File: src/rtl/wb_arb_pkg.sv
// Shared types and widths for the register-file write-port arbiter.
package wb_arb_pkg;

  localparam int DATA_W     = 8;
  localparam int REG_ADDR_W = 3;
  localparam int NUM_REGS   = 8;

  typedef struct packed {
    logic [REG_ADDR_W-1:0] rd;
    logic [DATA_W-1:0]     data;
  } wb_req_t;

  typedef enum logic [1:0] {
    GNT_NONE,
    GNT_PIPE,
    GNT_MCU
  } gnt_src_e;

endpackage

File: src/rtl/wb_arb_fifo.sv
// DEPTH-entry synchronous FIFO of MCU writeback requests with full/empty flags.
module wb_arb_fifo
  import wb_arb_pkg::*;
#(
  parameter int DEPTH = 2
) (
  input  logic    clk,
  input  logic    reset,
  input  logic    push,
  input  logic    pop,
  input  wb_req_t wr_req,
  output wb_req_t rd_req,
  output logic    full,
  output logic    empty
);

  localparam int PTR_W = (DEPTH > 1) ? $clog2(DEPTH) : 1;
  localparam int CNT_W = $clog2(DEPTH) + 1;

  function automatic logic [PTR_W-1:0] ptr_inc(input logic [PTR_W-1:0] p);
    return (p == PTR_W'(DEPTH - 1)) ? '0 : p + PTR_W'(1);
  endfunction

  wb_req_t          mem_q [DEPTH];
  wb_req_t          mem_d [DEPTH];
  logic [PTR_W-1:0] wr_ptr_q, wr_ptr_d;
  logic [PTR_W-1:0] rd_ptr_q, rd_ptr_d;
  logic [CNT_W-1:0] count_q, count_d;
  logic             do_push, do_pop;

  assign full    = (count_q == CNT_W'(DEPTH));
  assign empty   = (count_q == '0);
  assign do_push = push && !full;
  assign do_pop  = pop && !empty;
  assign rd_req  = mem_q[rd_ptr_q];

  always_comb begin
    mem_d    = mem_q;
    wr_ptr_d = wr_ptr_q;
    rd_ptr_d = rd_ptr_q;
    count_d  = count_q;
    if (do_push) begin
      mem_d[wr_ptr_q] = wr_req;
      wr_ptr_d        = ptr_inc(wr_ptr_q);
    end
    if (do_pop) begin
      rd_ptr_d = ptr_inc(rd_ptr_q);
    end
    if (do_push && !do_pop) begin
      count_d = count_q + CNT_W'(1);
    end else if (!do_push && do_pop) begin
      count_d = count_q - CNT_W'(1);
    end
  end

  always_ff @(posedge clk) begin
    if (reset) begin
      wr_ptr_q <= '0;
      rd_ptr_q <= '0;
      count_q  <= '0;
    end else begin
      wr_ptr_q <= wr_ptr_d;
      rd_ptr_q <= rd_ptr_d;
      count_q  <= count_d;
    end
  end

  // Entry storage carries data only, so it is left out of reset.
  always_ff @(posedge clk) begin
    mem_q <= mem_d;
  end

endmodule

File: src/rtl/wb_port_arbiter.sv
// Arbitrates the register-file write port between pipeline writeback and buffered MCU results.
// Define WB_ARB_STARVE_EN to add the starvation guard (wait counter + one-cycle stall_pipe).
module wb_port_arbiter
  import wb_arb_pkg::*;
#(
  parameter int DEPTH        = 2,
  parameter int STARVE_LIMIT = 4
) (
  input  logic                  clk,
  input  logic                  reset,
  input  logic                  RegWrite_WB,
  input  logic [REG_ADDR_W-1:0] rd_WB,
  input  logic [DATA_W-1:0]     write_data_WB,
  input  logic                  mc_valid,
  input  logic [REG_ADDR_W-1:0] mc_rd,
  input  logic [DATA_W-1:0]     mc_data,
  output logic                  mc_ready,
  output logic                  rf_we,
  output logic [REG_ADDR_W-1:0] rf_waddr,
  output logic [DATA_W-1:0]     rf_wdata,
  output logic                  stall_pipe,
  output logic [NUM_REGS-1:0]   pending_mask
);

  if (!(DEPTH == 2 || DEPTH == 4)) begin : g_bad_depth
    $error("wb_port_arbiter: DEPTH must be 2 or 4");
  end
  if (STARVE_LIMIT < 1 || STARVE_LIMIT > 15) begin : g_bad_limit
    $error("wb_port_arbiter: STARVE_LIMIT must be in 1..15");
  end

  wb_req_t               mc_req, head;
  logic                  fifo_full, fifo_empty, push, pop, stall_cur;
  gnt_src_e              gnt_src;
  logic                  rf_we_q, rf_we_d;
  logic [REG_ADDR_W-1:0] rf_waddr_q, rf_waddr_d;
  logic [DATA_W-1:0]     rf_wdata_q, rf_wdata_d;
  logic [NUM_REGS-1:0]   pending_q, pending_d;

  assign mc_req   = '{rd: mc_rd, data: mc_data};
  assign mc_ready = !fifo_full;
  assign push     = mc_valid && !fifo_full;

  wb_arb_fifo #(.DEPTH(DEPTH)) u_fifo (
    .clk    (clk),
    .reset  (reset),
    .push   (push),
    .pop    (pop),
    .wr_req (mc_req),
    .rd_req (head),
    .full   (fifo_full),
    .empty  (fifo_empty)
  );

  always_comb begin
    gnt_src = GNT_NONE;
    if (stall_cur) begin
      gnt_src = fifo_empty ? GNT_NONE : GNT_MCU;
    end else if (RegWrite_WB) begin
      gnt_src = GNT_PIPE;
    end else if (!fifo_empty) begin
      gnt_src = GNT_MCU;
    end
  end

  assign pop = (gnt_src == GNT_MCU);

  always_comb begin
    rf_we_d    = 1'b0;
    rf_waddr_d = '0;
    rf_wdata_d = '0;
    case (gnt_src)
      GNT_PIPE: begin
        rf_we_d    = 1'b1;
        rf_waddr_d = rd_WB;
        rf_wdata_d = write_data_WB;
      end
      GNT_MCU: begin
        rf_we_d    = 1'b1;
        rf_waddr_d = head.rd;
        rf_wdata_d = head.data;
      end
      default: ;
    endcase
    // A same-cycle push to the popped rd must leave its bit set, so set after clear.
    pending_d = pending_q;
    if (pop)  pending_d[head.rd] = 1'b0;
    if (push) pending_d[mc_rd]   = 1'b1;
  end

  always_ff @(posedge clk) begin
    if (reset) begin
      rf_we_q    <= 1'b0;
      rf_waddr_q <= '0;
      rf_wdata_q <= '0;
      pending_q  <= '0;
    end else begin
      rf_we_q    <= rf_we_d;
      rf_waddr_q <= rf_waddr_d;
      rf_wdata_q <= rf_wdata_d;
      pending_q  <= pending_d;
    end
  end

  assign rf_we        = rf_we_q;
  assign rf_waddr     = rf_waddr_q;
  assign rf_wdata     = rf_wdata_q;
  assign pending_mask = pending_q;

`ifdef WB_ARB_STARVE_EN
  localparam logic [3:0] LIMIT = 4'(STARVE_LIMIT);

  logic [3:0] cnt_q, cnt_d;
  logic       stall_q, stall_d;

  // Counter saturates so a blocked head never wraps back below the limit.
  always_comb begin
    cnt_d = cnt_q;
    if (fifo_empty || pop) begin
      cnt_d = '0;
    end else if (cnt_q != 4'hF) begin
      cnt_d = cnt_q + 4'd1;
    end
    stall_d = !stall_q && !fifo_empty && !pop && (cnt_q == LIMIT);
  end

  always_ff @(posedge clk) begin
    if (reset) begin
      cnt_q   <= '0;
      stall_q <= 1'b0;
    end else begin
      cnt_q   <= cnt_d;
      stall_q <= stall_d;
    end
  end

  assign stall_cur  = stall_q;
  assign stall_pipe = stall_q;
`else
  assign stall_cur  = 1'b0;
  assign stall_pipe = 1'b0;
`endif

`ifndef SYNTHESIS
  // Decode must hold back any pipeline write to a register with an MCU result in flight.
  always_ff @(posedge clk) begin
    if (!reset && RegWrite_WB) begin
      assert (!pending_q[rd_WB])
        else $error("wb_port_arbiter: pipeline write to pending rd %0d", rd_WB);
    end
  end
`endif

endmodule

File: config.mk
export PLATFORM = sky130hd
export DESIGN_NAME = wb_port_arbiter
export DESIGN_NICKNAME = d
export VERILOG_FILES = /design/src/rtl/wb_arb_pkg.sv /design/src/rtl/wb_arb_fifo.sv /design/src/rtl/wb_port_arbiter.sv
export SDC_FILE = /design/constraint.sdc
export NUM_CORES = 1
export LEC_CHECK = 0
export ABC_AREA = 1
export CAP_MARGIN = 20
export CELL_PAD_IN_SITES_DETAIL_PLACEMENT = 2
export CELL_PAD_IN_SITES_GLOBAL_PLACEMENT = 2
export CORE_MARGIN = 8
export CORE_UTILIZATION = 31
export CTS_BUF_LIST = sky130_fd_sc_hd__clkbuf_4 sky130_fd_sc_hd__clkbuf_8 sky130_fd_sc_hd__clkbuf_16
export CTS_CLUSTER_DIAMETER = 60
export DETAILED_ROUTE_END_ITERATION = 8
export HOLD_SLACK_MARGIN = 0.1
export PLACE_DENSITY_LB_ADDON = 0.2
export SLEW_MARGIN = 10
export SYNTH_ARGS = -nofsm -noshare
export SYNTH_HDL_FRONTEND = slang
export SYNTH_SLANG_ARGS = --single-unit
File: constraint.sdc
create_clock -name clk -period 2.3 [get_ports clk]
set_input_delay 0.23 -clock clk [delete_from_list [all_inputs] [get_ports clk]]
set_output_delay 0.23 -clock clk [all_outputs]
set_load 0.02 [all_outputs]
* Word-level counts from Yosys, hierarchy flattened
Cells that the tools add are included.
** Storage, ports and cells
- Output and inout port bits :: 22
- Bits in read-only memories :: 0
- Latch bits :: 0
- Word-level logic and storage cells :: 66
- Bits in writable memories :: 0
- Bits of input ports :: 26
- Memories kept :: 0
- Bits in registers :: 46
** Operators by class
- Shifts and indexed selects :: 0
- Muxes and demuxes :: 21
- $add $sub $neg :: 4
- $lt $le $gt $ge :: 7
- Multipliers :: 0
- Equality and inequality tests :: 3
- Bitwise gates (word level) :: 5
- Reductions and logical operators :: 15
- Div/mod/pow operators :: 0
** Operator list (count)
- 11-bit 2-to-1 mux :: 4
- 22-bit bitwise mux :: 1
- 8-bit 2-to-1 mux :: 2
- 8-bit one-hot mux with 2 select lines :: 1
- 11-bit demux with 1-bit select :: 1
- 8-bit AND :: 1
- 1-bit logical AND :: 8
- 3-bit by 4-bit less-than comparator with 1-bit output, second input constant :: 2
- 2-bit 2-to-1 mux :: 4
- 8-bit NOT :: 1
- 8-bit bitwise OR :: 1
- 1-bit demux with 3-bit select :: 2
- 3-bit by 1-bit greater-or-equal comparator with 1-bit output, second input constant :: 2
- 3-bit one-hot mux with 2 select lines :: 1
- 1-bit 2-to-1 mux :: 5
- 2-bit equality test, second input constant :: 2
- 2-bit greater-or-equal comparator, second input constant :: 2
- 1-bit zero test :: 4
- 1-bit NOT with 2-bit output :: 2
- 1-bit adder, second input constant :: 2
- 2-bit by 1-bit adder with 2-bit output, second input constant :: 1
- 2-bit by 1-bit equality test with 1-bit output, second input constant :: 1
- 2-bit zero test :: 1
- 2-bit by 1-bit less-than comparator with 1-bit output, second input constant :: 1
- other kinds (3) :: 3

* Logic depth before layout (Yosys ltp)
- Depth in word-level cells :: 13
- Depth in mapped cells :: 10
- Mapped depth without buffers :: 10

* Hierarchy
From an unflattened synthesis, not the netlist that was laid out.
** Unflattened totals
- Cell total of the unflattened synthesis :: 202
- Area, all modules :: 1874.3 um2
** By module, submodules not included
- wb_arb_fifo :: cells an instance 92, seq. area each 740.7 um2, area an instance 1019.7 um2, times used 1
- wb_port_arbiter :: cells an instance 110, seq. area each 400.4 um2, area an instance 854.6 um2, times used 1

* Worst setup path after synthesis
OpenSTA, ideal clock, no wires.
- Path type :: flip-flop to flip-flop
- Start point :: register u_fifo.count_q[0]
- End point :: register u_fifo.mem_q[0] in the netlist's numbering, enable pin
- Library setup time :: 380 ps
- Arrival time :: 1175 ps
- Cell stages (with the launch flop) :: 5
- Required time :: 1920 ps
- Buffers on the path :: 0
- Slack :: 745 ps
- Clock period less this slack :: 1555 ps
- Cells stage by stage :: dfxtp_1 inv_2 nand2_2 nand2_2 nor2_1
** Between the ends
- Cells in the longest elaborated chain, start to end :: 4
** RTL lines
- start: declaration :: line wb_arb_fifo.sv:28 : logic [CNT_W-1:0] count_q, count_d;
- start signal: assignment :: line wb_arb_fifo.sv:64 : count_q <= count_d;
- 2-bit equality test * :: line wb_arb_fifo.sv:31 : assign full = (count_q == CNT_W'(DEPTH));
- 1-bit zero test *
- net mc_ready :: line wb_port_arbiter.sv:17 : output logic mc_ready,
- 1-bit logical AND :: line wb_port_arbiter.sv:42 : assign push = mc_valid && !fifo_full;
- 1-bit logical AND * :: line wb_arb_fifo.sv:33 : assign do_push = push && !full;
- end signal: assignment :: line wb_arb_fifo.sv:70 : mem_q <= mem_d;
- end: declaration :: line wb_arb_fifo.sv:24 : wb_req_t mem_q [DEPTH];
Mark *: on every way through the listed nets, which the timed path passes. The rest lies on a longest branch.
A chain may end at the register's enable or synchronous reset.

* Worst setup path after layout
- Start point :: register u_fifo.count_q[0]
- End point :: output mc_ready
** Between the ends
- Cells in the longest elaborated chain, start to end :: 2
** RTL lines
- 2-bit equality test :: line wb_arb_fifo.sv:31
- 1-bit zero test :: line wb_port_arbiter.sv:41 : assign mc_ready = !fifo_full;
- end: declaration :: line wb_port_arbiter.sv:17
Every way passes these cells.

==> results <==
- The number of fillers in the final layout is 658.
- The final count of pins violating max slew is 0.
- Input and output buffers added on the ports amount to between 40 and 50.
- Counting every instance in the synthesized netlist gives approximately 210.
- The worst-case IR drop observed on VDD is about 0.47 mV.
- STA classifies the critical path endpoint as a primary output.
- The slack of the worst reg-to-reg path is 0.73 ns.
- The later pin in the worst-skew pair is clocked with a latency of approximately 0.3 ns.
- The most repeated cell in the gate-level netlist after synthesis is sky130_fd_sc_hd__nand2_1.
- The static power due to leakage is between 1 and 1.5 nW.
- The overall power after layout is between 2 and 2.5 mW.
- At the end of the flow, the number of nets in the layout was ~280.
- The first global-routing pass estimated between 8000 and 9000 µm of wire.
- The count of max-cap constraint violations is 0.
- The post-CTS setup-driven buffer insertion count is 0.
- Detailed placement ended at an HPWL of about 3700 µm.
- The critical path is of the register to primary output type.
- Entering global routing, the biggest net connects 16 pins.
- The maximum net fanout on the critical path is 4.
- The share of synthesized area occupied by flip-flops and latches is between 50% and 60%.
- After the first detailed-routing iteration, the DRC count stood at 58.
- The clock drives 46 sinks.
- The multi-input logic area is around 620 µm².
- The area fraction of the dominant cell type after synthesis is 34.7%.
- The area occupied by registers is between 1000 and 1500 µm².
- The net switching power figure is between 0.8 and 0.9 mW.
- The root buffer selected by CTS is sky130_fd_sc_hd__clkbuf_8.
- The remaining design rule violation count is 0.
- By count the netlist is led by 81 x sky130_fd_sc_hd__nand2_1, 24 x sky130_fd_sc_hd__dfxtp_1, 22 x sky130_fd_sc_hd__edfxtp_1, 19 x sky130_fd_sc_hd__a21oi_1, 12 x sky130_fd_sc_hd__inv_1.
- The register bit total from synthesis is 46.
- After detailed routing, the average wire length per cell comes to between 15 and 20 µm.
- The weighted congestion reported at the end of routability-driven placement is about 0.72.
- The power per standard cell area is ~960 nW/µm².
- The longest clock path from root to sink contains 2 buffers.
- The setup total negative slack is 0 ns.
- The number of flops mapped to enable cells by yosys is 22.
- The worst min-delay path category is register to register.
- By area the synthesized netlist is led by sky130_fd_sc_hd__edfxtp_1 35%, sky130_fd_sc_hd__dfxtp_1 25%, sky130_fd_sc_hd__nand2_1 16%.
- CTS built an H-tree with a depth of 2.
- Measured on the finished design, the core utilization comes to a little over two fifths.
- Row generation in the floorplan step produced 28 rows.
- TritonCTS built the clock tree.
- The remaining global-route overflow is 0.
- The total track usage is 12.3%.
- The initial utilization of the core area, before any placement, comes to between 30% and 40%.
- The floorplan step set the die width to 94.4 µm.
- After clock tree synthesis, the clock-pin slew on the worst setup and hold paths is 0.09 ns.
- Each instance of the synthesized netlist takes up on average between 9 and 10 µm².
- The number of global-route vias before repair is 1,757.
- In the synthesized netlist the dominant register cell turns out to be sky130_fd_sc_hd__dfxtp_1.
- In this run the vertical extent of the chip is roughly 94 µm.
- The initial antenna violation count came to 0.
- Relative to the synthesized area, the layout overhead comes to 33.8%.
- The flow ran to the end, and the final reports show no timing, DRC or antenna violations.
- The data required time of the critical path is 2.07 ns.
- The portion of the clock cycle consumed by the worst path in the final layout is about 74%.
- The total vias in the final route is approximately 1,500.
- The area inside the core boundary is ~5900 µm².
- The number of buffers inserted for hold repair after clock tree synthesis is 0.
- The post-route netlist has 11.6% of its cells at a drive strength greater than 1.
- Summed over all layers, the routed wires come to a little over 5000 µm.
- The clock period could shrink to 1.71 ns.
- The fraction of synthesis flops using an asynchronous set or reset pin is 0%.
- The biggest area contributor in the post-synthesis netlist is sky130_fd_sc_hd__edfxtp_1.
- The die covers around 8900 µm².
- Dividing the detail-routed via count by the number of cells gives 4.64.
- During synthesis, Yosys emitted a total of 0 warnings.
- Across the routed clock network, the largest skew measured is a little over 0.006 ns.
- The final count of hold timing violations is 0.
- STA classifies the critical path startpoint as a register.
- The diode insertion count for antenna repair is 0.
- Summing all non-filler instances in the final layout gives an area of 2550 µm².
- Setup repair after global routing left no endpoint under its margin.
- The relative contribution of sequential cells to total power is 43.5%.
- The mapped netlist covers approximately 1900 µm².
- The first-pass iteration count of the detailed router is 4.
- The post-placement cell area is ~2400 µm².
- The number of clock buffers added by TritonCTS is 5.
- The highest achievable clock rate is between 0.5 and 0.6 GHz.
- The arrival time of data at the critical path endpoint is around 1.5 ns.
- The portion of total power attributed to combinational logic is 31.0%.
- 48 I/O pins were placed.
- After synthesis, the netlist uses 26 different library cells.
- The proportion of total power due to net switching is about a third.
- Synthesis produced a netlist with a net count of 233.
- The number of gates given a new drive strength after cts is 0.
- The remaining number of nets flagged by the antenna check after routing is 0.
- Setup violations remaining at the end of the flow were counted as 0.
- Of the total power, the clock network draws around a quarter.
- The internal power contribution is roughly 1.6 mW.
-- logic make-up (layout without fill, tap and decap cells) --
logic type      Yosys count  after routing  share of synthesized area, %
compound gates           22             22                          6.31
xor+xnor                  1              1                         0.460
fa+ha+maj                 1              1                         0.657
buf+inv                  25             77                          7.43
flops                    46             46                          60.0
other cells               1              1                         0.197
simple gates            110            110                          25.0
-- path summary, 6_finish.rpt --
| path | startpoint | end | cells after the start |
|---|---|---|---|
| worst max-delay path | u_fifo.count_q[0] | mc_ready | 3 |
| worst min-delay path | pending_mask[1] | pending_mask[1] | 2 |
| worst max register to register | u_fifo.count_q[0] | u_fifo.count_q[1] | 9 |
| worst min register to register | pending_mask[1] | pending_mask[1] | 2 |
-- worst max-delay path, stage by stage, from the launching register on --
cell and delay [ns]:
sky130_fd_sc_hd__dfxtp_1 0.41, sky130_fd_sc_hd__inv_2 0.08, sky130_fd_sc_hd__nand2_2 0.08, sky130_fd_sc_hd__clkdlybuf4s50_1 0.61
-- layout make-up --
cell class / instances / area share (%)
timing repair buffer: 52 / 19.9
clock buffer: 5 / 2.70
clock inverter: 3 / 1.72
multi-input combinational: 135 / 24.4
sequential: 46 / 44.8
tap: 75 / 3.69
inverter: 17 / 2.85
-- cell usage in the layout (no fill, tap or decap), drive strengths merged, types with 2 or more instances in the layout --
cell type      instances
buf                    6
clkdlybuf4s50         46
a21oi                 20
clkbuf                 5
nor2                  14
inv                   17
nand2                 86
nand4                  8
clkinv                 2
dfxtp                 24
edfxtp                22
-- state kept, by name, summed over array words and instances, names as in the netlist --
register,count
u_fifo.mem_q,22
rf_wdata,8
rf_we,1
rf_waddr,3
u_fifo.count_q,2
u_fifo.rd_ptr_q,1
pending_mask,8
u_fifo.wr_ptr_q,1
-- metrics by stage --
stage          hold WS, ns  std cells  setup slack [ns]
2_1_floorplan        0.306        206             0.745
3_3_place_gp         0.453        325             0.647
3_5_place_dp         0.460        325             0.585
4_1_cts              0.473        333             0.574
5_1_grt              0.494        333             0.524
6_report             0.467        333             0.588
-- layer usage --
metal	share of wire, %	track usage (%)
met1	44	14.7
met2	52	21.6
met3	3.6	2.70
met4	0.83	3.57
met5	0	0
-- power by group through the flow --
stage | Combinational [mW] | Clock [mW] | Sequential, mW
3_3_place_gp | 0.749 | 0 | 1.08
6_report | 0.758 | 0.621 | 1.06
3_5_place_dp | 0.772 | 0 | 1.08
4_1_cts | 0.778 | 0.638 | 1.07
2_1_floorplan | 0.479 | 0 | 1.11
5_1_grt | 0.857 | 0.671 | 1.08
(Power assumes the default switching activity.)
